[src/rtl/writeback_stage_pkg.sv]
// rtl/writeback_stage_pkg.sv - shared condition codes, NZCV indices and write-queue entry type
package writeback_stage_pkg;

  localparam logic [3:0] COND_EQ = 4'h0;
  localparam logic [3:0] COND_NE = 4'h1;
  localparam logic [3:0] COND_CS = 4'h2;
  localparam logic [3:0] COND_CC = 4'h3;
  localparam logic [3:0] COND_MI = 4'h4;
  localparam logic [3:0] COND_PL = 4'h5;
  localparam logic [3:0] COND_VS = 4'h6;
  localparam logic [3:0] COND_VC = 4'h7;
  localparam logic [3:0] COND_HI = 4'h8;
  localparam logic [3:0] COND_LS = 4'h9;
  localparam logic [3:0] COND_GE = 4'hA;
  localparam logic [3:0] COND_LT = 4'hB;
  localparam logic [3:0] COND_GT = 4'hC;
  localparam logic [3:0] COND_LE = 4'hD;
  localparam logic [3:0] COND_AL = 4'hE;
  localparam logic [3:0] COND_NV = 4'hF;

  localparam int FLAG_N = 3;
  localparam int FLAG_Z = 2;
  localparam int FLAG_C = 1;
  localparam int FLAG_V = 0;

  typedef struct packed {
    logic [3:0]  rd;
    logic [31:0] data;
  } wb_entry_t;

endpackage

[src/rtl/writeback_stage_cond_eval.sv]
// rtl/writeback_stage_cond_eval.sv - condition field vs NZCV pass/fail, shared with execute
module cond_eval
  import writeback_stage_pkg::*;
(
  input  logic [3:0] cond,
  input  logic [3:0] flags,
  output logic       pass
);

  logic n, z, c, v;

  assign n = flags[FLAG_N];
  assign z = flags[FLAG_Z];
  assign c = flags[FLAG_C];
  assign v = flags[FLAG_V];

  always_comb begin
    pass = 1'b0;
    case (cond)
      COND_EQ: pass = z;
      COND_NE: pass = !z;
      COND_CS: pass = c;
      COND_CC: pass = !c;
      COND_MI: pass = n;
      COND_PL: pass = !n;
      COND_VS: pass = v;
      COND_VC: pass = !v;
      COND_HI: pass = c && !z;
      COND_LS: pass = !c || z;
      COND_GE: pass = (n == v);
      COND_LT: pass = (n != v);
      COND_GT: pass = !z && (n == v);
      COND_LE: pass = z || (n != v);
      COND_AL: pass = 1'b1;
      default: pass = 1'b0;
    endcase
  end

endmodule

[src/rtl/writeback_stage.sv]
// rtl/writeback_stage.sv - conditional ALU/load result write queue feeding the register file
// Define WB_FORWARD_EN to build the pending-write lookup (fwd_rd -> fwd_hit/fwd_data).
module writeback_stage
  import writeback_stage_pkg::*;
#(
  parameter int DEPTH = 4
) (
  input  logic        clk,
  input  logic        rst_n,
  input  logic        alu_valid,
  input  logic [3:0]  alu_rd,
  input  logic [31:0] alu_data,
  input  logic [3:0]  alu_cond,
  input  logic        mem_valid,
  input  logic [3:0]  mem_rd,
  input  logic [31:0] mem_data,
  input  logic [3:0]  mem_cond,
  input  logic [3:0]  flags,
  output logic        in_ready,
  output logic        r_write,
  output logic [3:0]  rd_write,
  output logic [31:0] data_in,
  input  logic [3:0]  fwd_rd,
  output logic        fwd_hit,
  output logic [31:0] fwd_data
);

  localparam int PW = $clog2(DEPTH);

  wb_entry_t     queue_mem [DEPTH];
  logic [PW-1:0] wr_ptr, rd_ptr, wr_ptr_nx;
  logic [PW:0]   occ;
  logic          alu_pass, mem_pass, alu_push, mem_push, avail;
  logic [1:0]    n_push;
  wb_entry_t     alu_entry, mem_entry, first_push, head;

  cond_eval u_alu_cond (.cond(alu_cond), .flags(flags), .pass(alu_pass));
  cond_eval u_mem_cond (.cond(mem_cond), .flags(flags), .pass(mem_pass));

  assign in_ready  = (occ <= (PW+1)'(DEPTH - 2));
  assign alu_push  = alu_valid && in_ready && alu_pass;
  assign mem_push  = mem_valid && in_ready && mem_pass;
  assign n_push    = {1'b0, alu_push} + {1'b0, mem_push};
  assign alu_entry = '{rd: alu_rd, data: alu_data};
  assign mem_entry = '{rd: mem_rd, data: mem_data};
  assign wr_ptr_nx = wr_ptr + PW'(1);

  // Pushes are always stored; when the queue was empty the first push also
  // bypasses straight to the output so latency stays at one edge.
  always_comb begin
    first_push = alu_push ? alu_entry : mem_entry;
    head       = (occ != '0) ? queue_mem[rd_ptr] : first_push;
    avail      = (occ != '0) || (n_push != 2'd0);
  end

  always_ff @(posedge clk) begin
    if (n_push != 2'd0) queue_mem[wr_ptr] <= first_push;
    if (n_push == 2'd2) queue_mem[wr_ptr_nx] <= mem_entry;
  end

  always_ff @(posedge clk or negedge rst_n) begin
    if (!rst_n) begin
      wr_ptr   <= '0;
      rd_ptr   <= '0;
      occ      <= '0;
      r_write  <= 1'b0;
      rd_write <= '0;
      data_in  <= '0;
    end else begin
      wr_ptr  <= wr_ptr + PW'(n_push);
      rd_ptr  <= rd_ptr + PW'(avail);
      occ     <= occ + (PW+1)'(n_push) - (PW+1)'(avail);
      r_write <= avail;
      if (avail) begin
        rd_write <= head.rd;
        data_in  <= head.data;
      end
    end
  end

`ifdef WB_FORWARD_EN
  // Walk oldest to youngest so the last match wins.
  always_comb begin
    fwd_hit  = 1'b0;
    fwd_data = '0;
    if (r_write && (rd_write == fwd_rd)) begin
      fwd_hit  = 1'b1;
      fwd_data = data_in;
    end
    for (int i = 0; i < DEPTH; i++) begin
      if (((PW+1)'(i) < occ) && (queue_mem[rd_ptr + PW'(i)].rd == fwd_rd)) begin
        fwd_hit  = 1'b1;
        fwd_data = queue_mem[rd_ptr + PW'(i)].data;
      end
    end
  end
`else
  assign fwd_hit  = 1'b0;
  assign fwd_data = '0;
`endif

endmodule

[config.mk]
export PLATFORM = sky130hd
export DESIGN_NAME = writeback_stage
export DESIGN_NICKNAME = d
export VERILOG_FILES = /design/src/rtl/writeback_stage_pkg.sv /design/src/rtl/writeback_stage_cond_eval.sv /design/src/rtl/writeback_stage.sv
export SDC_FILE = /design/constraint.sdc
export NUM_CORES = 1
export LEC_CHECK = 0
export CORE_ASPECT_RATIO = 0.8
export CORE_MARGIN = 2
export CORE_UTILIZATION = 49
export DETAILED_ROUTE_END_ITERATION = 8
export MAX_ROUTING_LAYER = met4
export PLACE_DENSITY_LB_ADDON = 0.15
export REMOVE_ABC_BUFFERS = 1
export SLEW_MARGIN = 30
export SYNTH_ARGS = -nofsm -noshare
export SYNTH_HDL_FRONTEND = slang
export SYNTH_SLANG_ARGS = --single-unit
export TNS_END_PERCENT = 100
[constraint.sdc]
create_clock -name clk -period 5.3 [get_ports clk]
set_clock_uncertainty 0.2 [all_clocks]
set_input_delay 1.06 -clock clk [delete_from_list [all_inputs] [get_ports clk]]
set_output_delay 1.06 -clock clk [all_outputs]
set_load 0.01 [all_outputs]
* Yosys cells after proc, flatten, opt, wreduce, memory -nomap -nowiden
Memory sizes are Yosys's and may differ from the RTL's.
Cells that the tools add are included.
** Cells by class
- Reduce and logical (&&, ||, !) cells :: 17
- Equal/unequal tests :: 31
- Magnitude comparators :: 1
- Muxes and demuxes :: 8
- $add $sub $neg :: 6
** Operator list (count)
- $mux 36 :: 2
- $eq 4x4->1 const B :: 14
- $eq 4x3->1 const B :: 8
- $pmux 1 s15 :: 2
- $eq 4x2->1 const B :: 4
- $eq 4x1->1 const B :: 2
- $logic_not 4->1 :: 2
- $logic_and 1x1->1 :: 6
- $logic_not 1->1 :: 4
- $mux 1 :: 4
- $add 3x2->3 :: 1
- $le 3x2->1 const B :: 1
- $logic_or 1x1->1 :: 3
- $reduce_bool 3->1 :: 1
- $sub 3x1->3 :: 1
- $add 1x1->2 :: 1
- $add 2x1->2 :: 1
- $add 2x1->2 const B :: 1
- $add 2x2->2 :: 1
- $eq 2x2->1 const B :: 1
- $reduce_bool 2->1 :: 1
- $eq 1x1->1 :: 1
- $ne 1x1->1 :: 1
** Storage, ports and cells
- Output and inout port bits :: 71
- Memories kept :: 1
- Memory bits (writable) :: 144
- Logic and storage cells :: 70
- Bits of input ports :: 92
- Flip-flop bits (word level) :: 44
** Memory list
- queue_mem :: depth 4, bits a word 36, read ports 1, clocked after memory_dff 0, write ports 2, RTL line writeback_stage.sv:30 : wb_entry_t queue_mem [DEPTH];

* Longest topological paths before layout
- Depth after elaboration :: 8
- Depth in mapped cells :: 17
- Gate-level depth less buffers :: 14

* Cells and area by module
From an unflattened synthesis, not the netlist that was laid out.
** Unflattened totals
- Cell total of the unflattened synthesis :: 845
- Area, all modules :: 9943.3 µm²
** By module, submodules not included
- writeback_stage :: area an instance 9555.4 µm², instances 1, cells each 789, seq. area each 5425.2 µm²
- cond_eval :: area an instance 193.9 µm², instances 2, cells each 28, seq. area each 0.0 µm²

* Worst setup path before layout
OpenSTA, ideal clock, no wires.
- Path kind :: input -> register
- Start point :: input flags[3]
- End point :: memory queue_mem[1][0] in the netlist's numbering, enable pin
- Stages :: 10
- Setup slack :: -0.884 ns
- Data arrival time :: 5.500 ns
- Library setup time :: 0.484 ns
- Buffers on the path :: 2
- Data required time :: 4.616 ns
- Path through :: xor2_1 or3_1 a211oi_2 o21ai_1 a21oi_1 buf_2 inv_1 ha_1 clkbuf_1 a211oi_1
** RTL lines
- start, declared :: RTL line writeback_stage.sv:18 : input logic [3:0] flags,
- end, declared :: RTL line writeback_stage.sv:30

==> impl_metrics.py <==
metrics = {
    "timing": {
        "hold_viol": 0,
        "rsz0062_at_grt": "no",
        "timing.final.crit_share": 0.851,
        "period_minus_slack_ps": 4510,
        "worst_slew_pin_slew_ps": 865,
        "setup_viol": 0,
        "fin_setup_tns_ps": 0,
        "slew_violations": 0,
        "relSlewSlack": 0.421,
        "fmax_mhz": 222,
    },
    "worst_setup_path": {
        "cp_num_buf_inv": 2,
        "cpMostUsedCell": "nor2_1",
        "cp.required_ps": 5280,
        "critPathLaunchType": "primary input",
        "cp.arrival_ps": 4500,
        "crit_slowest_cell": "or4b_2",
        "crit_chain": "clkdlybuf4s50_1 -> or4b_2 -> nand3_1 -> a21oi_1 -> xnor2_1 -> and4_1 -> ha_1 -> nand2_1 -> nor2_1 -> nor2_1 -> o21ai_4 -> buf_4 -> mux2_2",
        "crit_type": "in -> reg",
        "cpLargestDelayFamily": "simple AND/OR/NAND/NOR gates",
        "max_stage_delay_ps": 700,
        "cp_max_fo": 15,
        "end_kind": "flip-flop",
    },
    "layout": {
        "fill_cells": 1598,
        "nets": 946,
        "fin_cells": 1129,
        "area_growth_pct": 20.9,
        "drive_gt1_frac": 0.326,
    },
    "floorplanning": {
        "pin_count": 163,
        "die_area_um2": 22100,
        "rows": 47,
        "die_y_um": 133,
        "die_w_um": 166,
        "start_util": 0.497,
        "core_region_area_um2": 20600,
    },
    "global_routing": {
        "grt_pass1_wl_mm": 40.1,
        "gr-total-overflow": 0,
        "grt_antenna_before_repair": 1,
        "grt_pass1_vias": 6801,
        "grt_usage": 0.248,
        "grt_max_degree": 45,
    },
    "hold_path": {
        "min_path_type": "reg -> reg",
    },
    "placement": {
        "dp_hpwl_mm": 15.9,
        "port_buffers": 125,
        "place_inst": 1095,
        "gp_congestion": 0.816,
    },
    "synth": {
        "synth_ff_type": "edfxtp_1",
        "synth_top_area_cell": "edfxtp_1",
        "synth_top_cells_by_count": "edfxtp_1 (144), mux2_2 (136), inv_1 (47)",
        "yosys_warnings": 0,
        "netlist_area_um2": 10300,
        "synth_edf_count": 144,
        "yosysTopAreaCellShare": 0.421,
        "avgSynthCellArea_um2": 14.2,
        "ys_seq_area_frac": 0.529,
        "ys_ff_latch": 188,
        "synthCells": 722,
        "ys_top_cells_by_area": "edfxtp_1 (42%), mux2_2 (15%), dfrtp_1 (11%)",
        "synthArstFlopShare": 0.234,
        "synth_most_common_cell": "edfxtp_1",
        "yosys.cell_types.count": 45,
    },
    "clock_tree": {
        "cts.htree.levels": 4,
        "post_cts_resized": 0,
        "clockBufferDepth": 2,
        "numCtsBuffers": 17,
        "cts_setup_buffers": 0,
        "cts.sinks": 188,
        "tritoncts": "built",
        "clk_pin_slew_ps": 70,
        "holdBufCountCts": 0,
        "cts_root_buffer": "clkbuf_16",
        "clk_latency_ps": 440,
    },
    "route": {
        "drt_iter0_markers": 609,
        "drc": 0,
        "totalWireLength_mm": 26.1,
        "viasPerCell": 5.86,
        "detail-route-antenna-nets": 0,
        "wire_per_inst_um": 23.1,
        "drtPass1Iterations": 5,
        "vias": 6615,
    },
    "power_and_ir_drop": {
        "peakVddDrop_v": 0.000371,
        "p_leak_uw": 0.00453,
        "powerDensity_nw_per_um2": 481,
    },
    "status": {
        "status": "finished, final reports clean",
    },
    "job": {
        "drv_cap": 0,
    },
}
[worst paths after layout]
check,startpoint,end,slack [ps],cells after the start
setup / recovery,flags[0],queue_mem[2][32]$_DFFE_PP_,790,13
hold / removal,occ[2]$_DFF_PN0_,occ[2]$_DFF_PN0_,350,1
setup reg to reg,occ[0]$_DFF_PN0_,queue_mem[2][32]$_DFFE_PP_,1920,10
hold reg to reg,occ[2]$_DFF_PN0_,occ[2]$_DFF_PN0_,350,1
max in group asynchronous,rst_n,rd_ptr[1]$_DFF_PN0_,3810,2
min in group asynchronous,rst_n,data_in[20]$_DFFE_PN0N_,560,2
[state kept, by name, indices dropped and copies added, names as in the netlist]
register   cells
wr_ptr         2
occ            3
r_write        1
rd_ptr         2
queue_mem    144
data_in       32
rd_write       4
[routing by layer]
| layer | vias to the layer above | share of wire | global-route usage | wire (um) |
|---|---|---|---|---|
| li1 | 2956 | - | - | - |
| met1 | 3381 | 0.43 | 0.313 | 11200 |
| met2 | 257 | 0.51 | 0.425 | 13200 |
| met3 | 21 | 0.055 | 0.0437 | 1450 |
| met4 | 0 | 0.011 | 0.0498 | 287 |
| met5 | - | 0 | - | 0 |
[cells in the final DEF (no fill, tap or decap), drive strengths merged, types with 3 or more instances in the layout]
cell	count
mux2	146
a21oi	39
xnor2	7
o221ai	36
conb	33
buf	29
clkinv	4
clkdlybuf4s50	124
clkbuf	17
dfrtp	44
and3	37
nand3	3
a211oi	5
inv	54
ha	7
nor2	8
nand2	39
o21ai	15
mux4	36
edfxtp	144
nor3	3
a31oi	3
[final cells by class]
class                           instances  area [um2]  area share
Antenna cell                            1        2.50    0.000202
Clock buffer                           17         425      0.0343
Clock inverter                         15         161      0.0130
Inverter                               47         176      0.0142
Multi-Input combinational cell        439        4300       0.346
Sequential cell                       188        5430       0.438
Tap cell                              269         337      0.0271
Timing Repair Buffer                  153        1580       0.127
[kinds of logic after synthesis]
kind of cell,Yosys count,share of synthesized area
flops,188,0.529
fa+ha+maj,8,0.0105
mux,182,0.239
simple gates,103,0.0517
compound gates,104,0.0910
buf+inv,127,0.0708
xor+xnor,9,0.00768
other cells,1,0.000365
[power by group]
group | switching (uW) | total, uW | internal [uW]
Sequential | 293 | 2370 | 2080
Combinational | 1100 | 2300 | 1200
Clock | 595 | 1300 | 704
Total | 1990 | 5970 | 3980
[stage by stage]
step / util / cell area, um2 / worst slack, ps / hold slack [ps] / total power (uW)
after global routing: 0.601 / 12400 / 630 / 385 / 6260
after floorplan: - / 9830 / -3020 / 282 / 3700
final: 0.601 / 12400 / 788 / 347 / 5970
after CTS: 0.600 / 12400 / 776 / 342 / 6000
after detailed placement: 0.571 / 11800 / 332 / 330 / 4700
after global placement: 0.571 / 11800 / 439 / 314 / 4630
(Power assumes the default switching activity.)
